`src/rtl/icache_pkg.sv`:
```
// rtl/icache_pkg.sv - shared line geometry, refill state type and AXI encodings for the icache refill path
package icache_pkg;

  localparam int LINE_BITS      = 512;
  localparam int TAG_BITS       = 52;
  localparam int INDEX_BITS     = 6;
  localparam int WORDS_PER_LINE = 8;

  typedef enum logic [1:0] {
    ST_IDLE,
    ST_AR,
    ST_R,
    ST_FILL
  } refill_state_t;

  localparam logic [1:0] AXI_BURST_INCR = 2'd1;
  localparam logic [1:0] AXI_BURST_WRAP = 2'd2;
  localparam logic [1:0] AXI_RESP_OKAY  = 2'd0;

endpackage

```
`src/rtl/icache_line_assembler.sv`:
```
// rtl/icache_line_assembler.sv - slots 64b read beats into a 512b line at (start_word + beat_cnt) mod 8
module icache_line_assembler
  import icache_pkg::*;
(
  input  logic                 clk,
  input  logic                 reset,
  input  logic                 start,
  input  logic [2:0]           start_word,
  input  logic                 beat_valid,
  input  logic [63:0]          beat_data,
  output logic [2:0]           beat_cnt,
  output logic [LINE_BITS-1:0] line_data
);

  logic [2:0] slot;

  // 3-bit add wraps naturally, which gives the WRAP-burst word order for free
  assign slot = start_word + beat_cnt;

  always_ff @(posedge clk) begin
    if (!reset) begin
      beat_cnt <= '0;
    end else if (start) begin
      beat_cnt <= '0;
    end else if (beat_valid) begin
      beat_cnt <= beat_cnt + 3'd1;
    end
  end

  always_ff @(posedge clk) begin
    if (beat_valid) begin
      line_data[{slot, 6'b0} +: 64] <= beat_data;
    end
  end

endmodule

```
`src/rtl/icache_refill_unit.sv`:
```
// rtl/icache_refill_unit.sv - single-outstanding icache miss refill over AXI; ICACHE_REFILL_CRITICAL_WORD_FIRST_EN enables wrap bursts
module icache_refill_unit
  import icache_pkg::*;
#(
  parameter int                  ID_WIDTH   = 13,
  parameter int                  ADDR_WIDTH = 64,
  parameter int                  DATA_WIDTH = 64,
  parameter logic [ID_WIDTH-1:0] REFILL_ID  = '0
) (
  input  logic                  clk,
  input  logic                  reset,
  input  logic                  miss_valid,
  output logic                  miss_ready,
  input  logic [ADDR_WIDTH-1:0] miss_addr,
  output logic                  m_arvalid,
  input  logic                  m_arready,
  output logic [ADDR_WIDTH-1:0] m_araddr,
  output logic [ID_WIDTH-1:0]   m_arid,
  output logic [7:0]            m_arlen,
  output logic [2:0]            m_arsize,
  output logic [1:0]            m_arburst,
  input  logic                  m_rvalid,
  output logic                  m_rready,
  input  logic [DATA_WIDTH-1:0] m_rdata,
  input  logic [ID_WIDTH-1:0]   m_rid,
  input  logic [1:0]            m_rresp,
  input  logic                  m_rlast,
  output logic                  fill_valid,
  output logic [INDEX_BITS-1:0] fill_index,
  output logic [TAG_BITS-1:0]   fill_tag,
  output logic [LINE_BITS-1:0]  fill_line,
  output logic                  fill_error,
  output logic                  crit_valid,
  output logic [DATA_WIDTH-1:0] crit_data
);

  refill_state_t         state, state_nxt;
  logic [ADDR_WIDTH-1:0] addr_q;
  logic                  rdy_q, err_q;
  logic                  accept, r_hs, last_beat, beat_err;
  logic [2:0]            beat_cnt, start_word;

  assign accept    = miss_valid && rdy_q;
  assign r_hs      = (state == ST_R) && m_rvalid;
  assign last_beat = m_rlast || (beat_cnt == 3'd7);
  // a beat is bad if its response/ID is wrong or rlast disagrees with beat 7
  assign beat_err  = (m_rresp != AXI_RESP_OKAY) || (m_rid != REFILL_ID) ||
                     (m_rlast != (beat_cnt == 3'd7));

  always_comb begin
    state_nxt  = state;
    m_arvalid  = 1'b0;
    m_rready   = 1'b0;
    fill_valid = 1'b0;
    fill_error = 1'b0;
    case (state)
      ST_IDLE: if (accept) state_nxt = ST_AR;
      ST_AR: begin
        m_arvalid = 1'b1;
        if (m_arready) state_nxt = ST_R;
      end
      ST_R: begin
        m_rready = 1'b1;
        if (m_rvalid && last_beat) state_nxt = ST_FILL;
      end
      ST_FILL: begin
        fill_valid = 1'b1;
        fill_error = err_q;
        state_nxt  = ST_IDLE;
      end
      default: state_nxt = ST_IDLE;
    endcase
  end

  // miss_ready is registered so it stays low for the first cycle out of reset
  always_ff @(posedge clk) begin
    if (!reset) begin
      state <= ST_IDLE;
      rdy_q <= 1'b0;
      err_q <= 1'b0;
    end else begin
      state <= state_nxt;
      rdy_q <= (state_nxt == ST_IDLE);
      if (accept) begin
        err_q <= 1'b0;
      end else if (r_hs && beat_err) begin
        err_q <= 1'b1;
      end
    end
  end

  always_ff @(posedge clk) begin
    if (accept) addr_q <= miss_addr;
  end

  assign miss_ready = rdy_q;
  assign m_arid     = REFILL_ID;
  assign m_arlen    = 8'd7;
  assign m_arsize   = 3'd3;
  assign fill_index = addr_q[11:6];
  assign fill_tag   = addr_q[ADDR_WIDTH-1 -: TAG_BITS];

  icache_line_assembler u_assembler (
    .clk        (clk),
    .reset      (reset),
    .start      (accept),
    .start_word (start_word),
    .beat_valid (r_hs),
    .beat_data  (m_rdata),
    .beat_cnt   (beat_cnt),
    .line_data  (fill_line)
  );

`ifdef ICACHE_REFILL_CRITICAL_WORD_FIRST_EN
  logic crit_q;
  logic [DATA_WIDTH-1:0] crit_d;
  logic unused_addr;

  assign m_araddr    = {addr_q[ADDR_WIDTH-1:3], 3'b0};
  assign m_arburst   = AXI_BURST_WRAP;
  assign start_word  = addr_q[5:3];
  assign unused_addr = ^addr_q[2:0];

  always_ff @(posedge clk) begin
    if (!reset) crit_q <= 1'b0;
    else        crit_q <= r_hs && (beat_cnt == 3'd0);
  end

  always_ff @(posedge clk) begin
    if (r_hs && (beat_cnt == 3'd0)) crit_d <= m_rdata;
  end

  assign crit_valid = crit_q;
  assign crit_data  = crit_d;
`else
  logic unused_addr;

  assign m_araddr    = {addr_q[ADDR_WIDTH-1:6], 6'b0};
  assign m_arburst   = AXI_BURST_INCR;
  assign start_word  = 3'd0;
  assign unused_addr = ^addr_q[5:0];
  assign crit_valid  = 1'b0;
  assign crit_data   = '0;
`endif

endmodule
```
`config.mk`:
```
export PLATFORM = sky130hd
export DESIGN_NAME = icache_refill_unit
export DESIGN_NICKNAME = d
export VERILOG_FILES = /design/src/rtl/icache_pkg.sv /design/src/rtl/icache_line_assembler.sv /design/src/rtl/icache_refill_unit.sv
export SDC_FILE = /design/constraint.sdc
export NUM_CORES = 1
export LEC_CHECK = 0
export BUFFER_PORTS_ARGS = -buffer_cell sky130_fd_sc_hd__buf_2
export CORE_AREA = 2 2 340 342
export CTS_CLUSTER_DIAMETER = 200
export DETAILED_ROUTE_END_ITERATION = 6
export DIE_AREA = 0 0 342 344
export GPL_ROUTABILITY_DRIVEN = 0
export SLEW_MARGIN = 20
export SYNTH_ARGS = -nofsm -noshare
export SYNTH_HDL_FRONTEND = slang
export SYNTH_SLANG_ARGS = --single-unit
```
`constraint.sdc`:
```
create_clock -name clk -period 13.7 [get_ports clk]
set_clock_uncertainty 0.05 [all_clocks]
set_input_delay 1.37 -clock clk [delete_from_list [all_inputs] [get_ports clk]]
set_output_delay 1.37 -clock clk [all_outputs]
set_load 0.03 [all_outputs]
```
==> summary.txt <==
Timing
  – Worst-Margin Slew: 1.03 ns
  – Fmax: 0.254 GHz
  – Fin crit period: 3.93 ns
  – Slew Viols, Final: 0
  – Hold slack: 0.407 ns
  – Setup_tns: 0 ns
  – Final Hold Violating Endpoints: 0
  – Count of final setup violators: 0
  – RSZ-0062 raised after global routing: no
  – Final period util: 0.287
  – Final worst slack: 9.77 ns
  – Rel. slew slack: 0.316

CTS
  – H-tree depth: 3
  – TritonCTS buffer count: 66
  – Hold buffer count at cts: 0
  – TritonCTS clock tree: built
  – Clk_lat worst skew: 0.61 ns
  – Clk sinks: 577
  – Post-CTS Setup Inserts: 0
  – Worst-path clk slew: 0.06 ns
  – Post-CTS sizing: 0
  – Clock Path Buffers: 3
  – Root Buffer: clkbuf_16

Hold path
  – Cells on Worst Hold Path: 2
  – Worst hold endpoint: err_q
  – Critical hold path startpoint: err_q
  – Worst min path class: flip-flop to flip-flop

Floorplan
  – Core area: 114000 µm²
  – Die Area: 118000 µm²
  – Die height: 344 µm
  – Row count: 124
  – Die Wd: 342 µm
  – Initial Util: 0.193
  – Num ports: 879

Detailed routing
  – Detailed-route DRC error count: 0
  – DR pass1 iterations: 5
  – Violation count after the first detailed-route iteration: 1053
  – Post-DR vias/cell: 3.75
  – Total routed wirelength: 78700 µm
  – WL per Instance: 21.0 µm
  – Via count: 14057
  – Final ANT Viol Nets: 0

Global route
  – First-pass GRT wire length: 105000 µm
  – Global route total overflow: 0
  – Initial antenna violation count: 9
  – Vias in the first global route: 14039
  – Gr usage total: 0.127
  – Pin count of the biggest net entering global routing: 65

Yosys
  – Post-synth top flop: edfxtp_1
  – Sequential fraction of the synthesis area: 0.785
  – Count of cell types in the netlist: 31
  – Async set or reset register ratio after synthesis: 0
  – Post-Syn Instances: 1443
  – Post-synth EDFFs: 570
  – Synth warnings: 0
  – Yosys reg bits: 577
  – Mapped cell area: 22000 µm²
  – Mean Syn Cell Area: 15.2 µm²

Cells and area
  – Synth-to-layout area growth: 31.6%
  – Share of cells above drive strength 1: 0.406
  – Most frequent cells in the layout: buf_2, edfxtp_1, nor2_1
  – Commonest non-fill, non-tap cell in the layout: buf_2
  – Post-layout nets: 2346
  – Final core utilization: 0.254

Power
  – Total power: 3.76 mW
  – Leakage: 10.5 nW
  – Peak VDD IR: 0.120 mV
  – Pwr/cell area: 130 nW/µm²

Worst setup path
  – CP required: 13.88 ns
  – Largest stage delay on the critical path: 0.87 ns
  – Reg2reg setup slack: 9.77 ns
  – Crit path capture type: flip-flop
  – Critical path's slowest cell: buf_4
  – Critical R2R Capture: u_assembler.line_data[204]
  – Worst-path fanout max: 49
  – CP Class: flip-flop to flip-flop
  – CP most frequent cell: buf_4
  – Critical path arrival: 4.11 ns
  – Worst reg-to-reg path cell count: 5
  – CP Cell Sequence: buf_4 -> or3_1 -> nand2_1 -> nor2_4 -> buf_4
  – CP Launch Type: flip-flop
  – R2R Path Start: u_assembler.beat_cnt[0]

Run
  – Max Cap Violations: 0

Placement
  – Post-detail-place hpwl: 52800 µm
  – Port-buffer cells: 775
  – Pre-CTS setup slack: 9.59 ns

Outcome
  – Status: finished clean
-- layout make-up --
cell class | instances | area [µm²]
antenna | 1 | 2.50
clock buffer | 85 | 1740
clock inverter | 32 | 231
fill | 11867 | 84900
inverter | 8 | 30.0
multi-input combinational | 738 | 3720
sequential | 577 | 17300
tap | 1512 | 1890
timing repair buffer | 799 | 4060
-- state kept, by name (all words and copies together) (netlist names) --
name and flops:
u_assembler.line_data 512, state 2, err_q 1, u_assembler.beat_cnt 3, addr_q 58, miss_ready 1
-- worst max-delay path, delay by kind of cell, from the launching register on --
kind          cells  cell delay [ns]
simple gates      3             1.47
flops             1             0.34
buf+inv           2             1.60
-- synth_stat cells, types with 5 or more instances --
cell	n	area share
a21oi_1	5	0.0011
and2_1	260	0.074
buf_2	27	0.0061
buf_4	155	0.053
clkbuf_1	27	0.0046
clkbuf_2	6	0.0014
dfxtp_1	7	0.0064
edfxtp_1	570	0.78
ha_1	7	0.0040
inv_1	6	0.0010
nand2_1	74	0.013
nor2_1	262	0.045
nor4_1	5	0.0014
-- worst max path at each step --
stage / start / end / slack (ns) / cells after the start
after detailed placement: m_rvalid / u_assembler.line_data[73] / 9.59 / 5
after floorplan: m_rvalid / u_assembler.line_data[384] / 6.93 / 4
after global routing: u_assembler.beat_cnt[0] / u_assembler.line_data[76] / 9.55 / 5
after CTS: u_assembler.beat_cnt[0] / u_assembler.line_data[204] / 9.70 / 5
final: u_assembler.beat_cnt[0] / u_assembler.line_data[204] / 9.77 / 5
after global placement: m_rvalid / u_assembler.line_data[73] / 9.65 / 5
-- stage by stage --
stage,cell area [µm²],cells
after floorplan,22300,1538
after global placement,27000,3634
after detailed placement,27000,3634
after CTS,28900,3751
after global routing,28900,3751
final,28900,3752
-- layer usage --
metal  wire length [µm]  part of all wire  track usage
met1              29400              0.37        0.147
met2              40600              0.52        0.228
met3               6550             0.083       0.0311
met4               2100             0.027       0.0458
met5                  0                 0            0
-- cells by family after synthesis --
kind of cell	share of synthesized area
AND/OR/NAND/NOR	0.142
flip-flops	0.785
AO/OA/AOI/OAI	0.00267
buffers and inverters	0.0664
adder cells (fa/ha/maj)	0.00398
other	0.000342
-- where the power goes --
| part | switching [mW] | internal [mW] |
|---|---|---|
| sequential | 0.00654 | 1.93 |
| combinational | 0.133 | 0.0392 |
| clock | 0.725 | 0.926 |
Power figures use the tool's default switching activity.
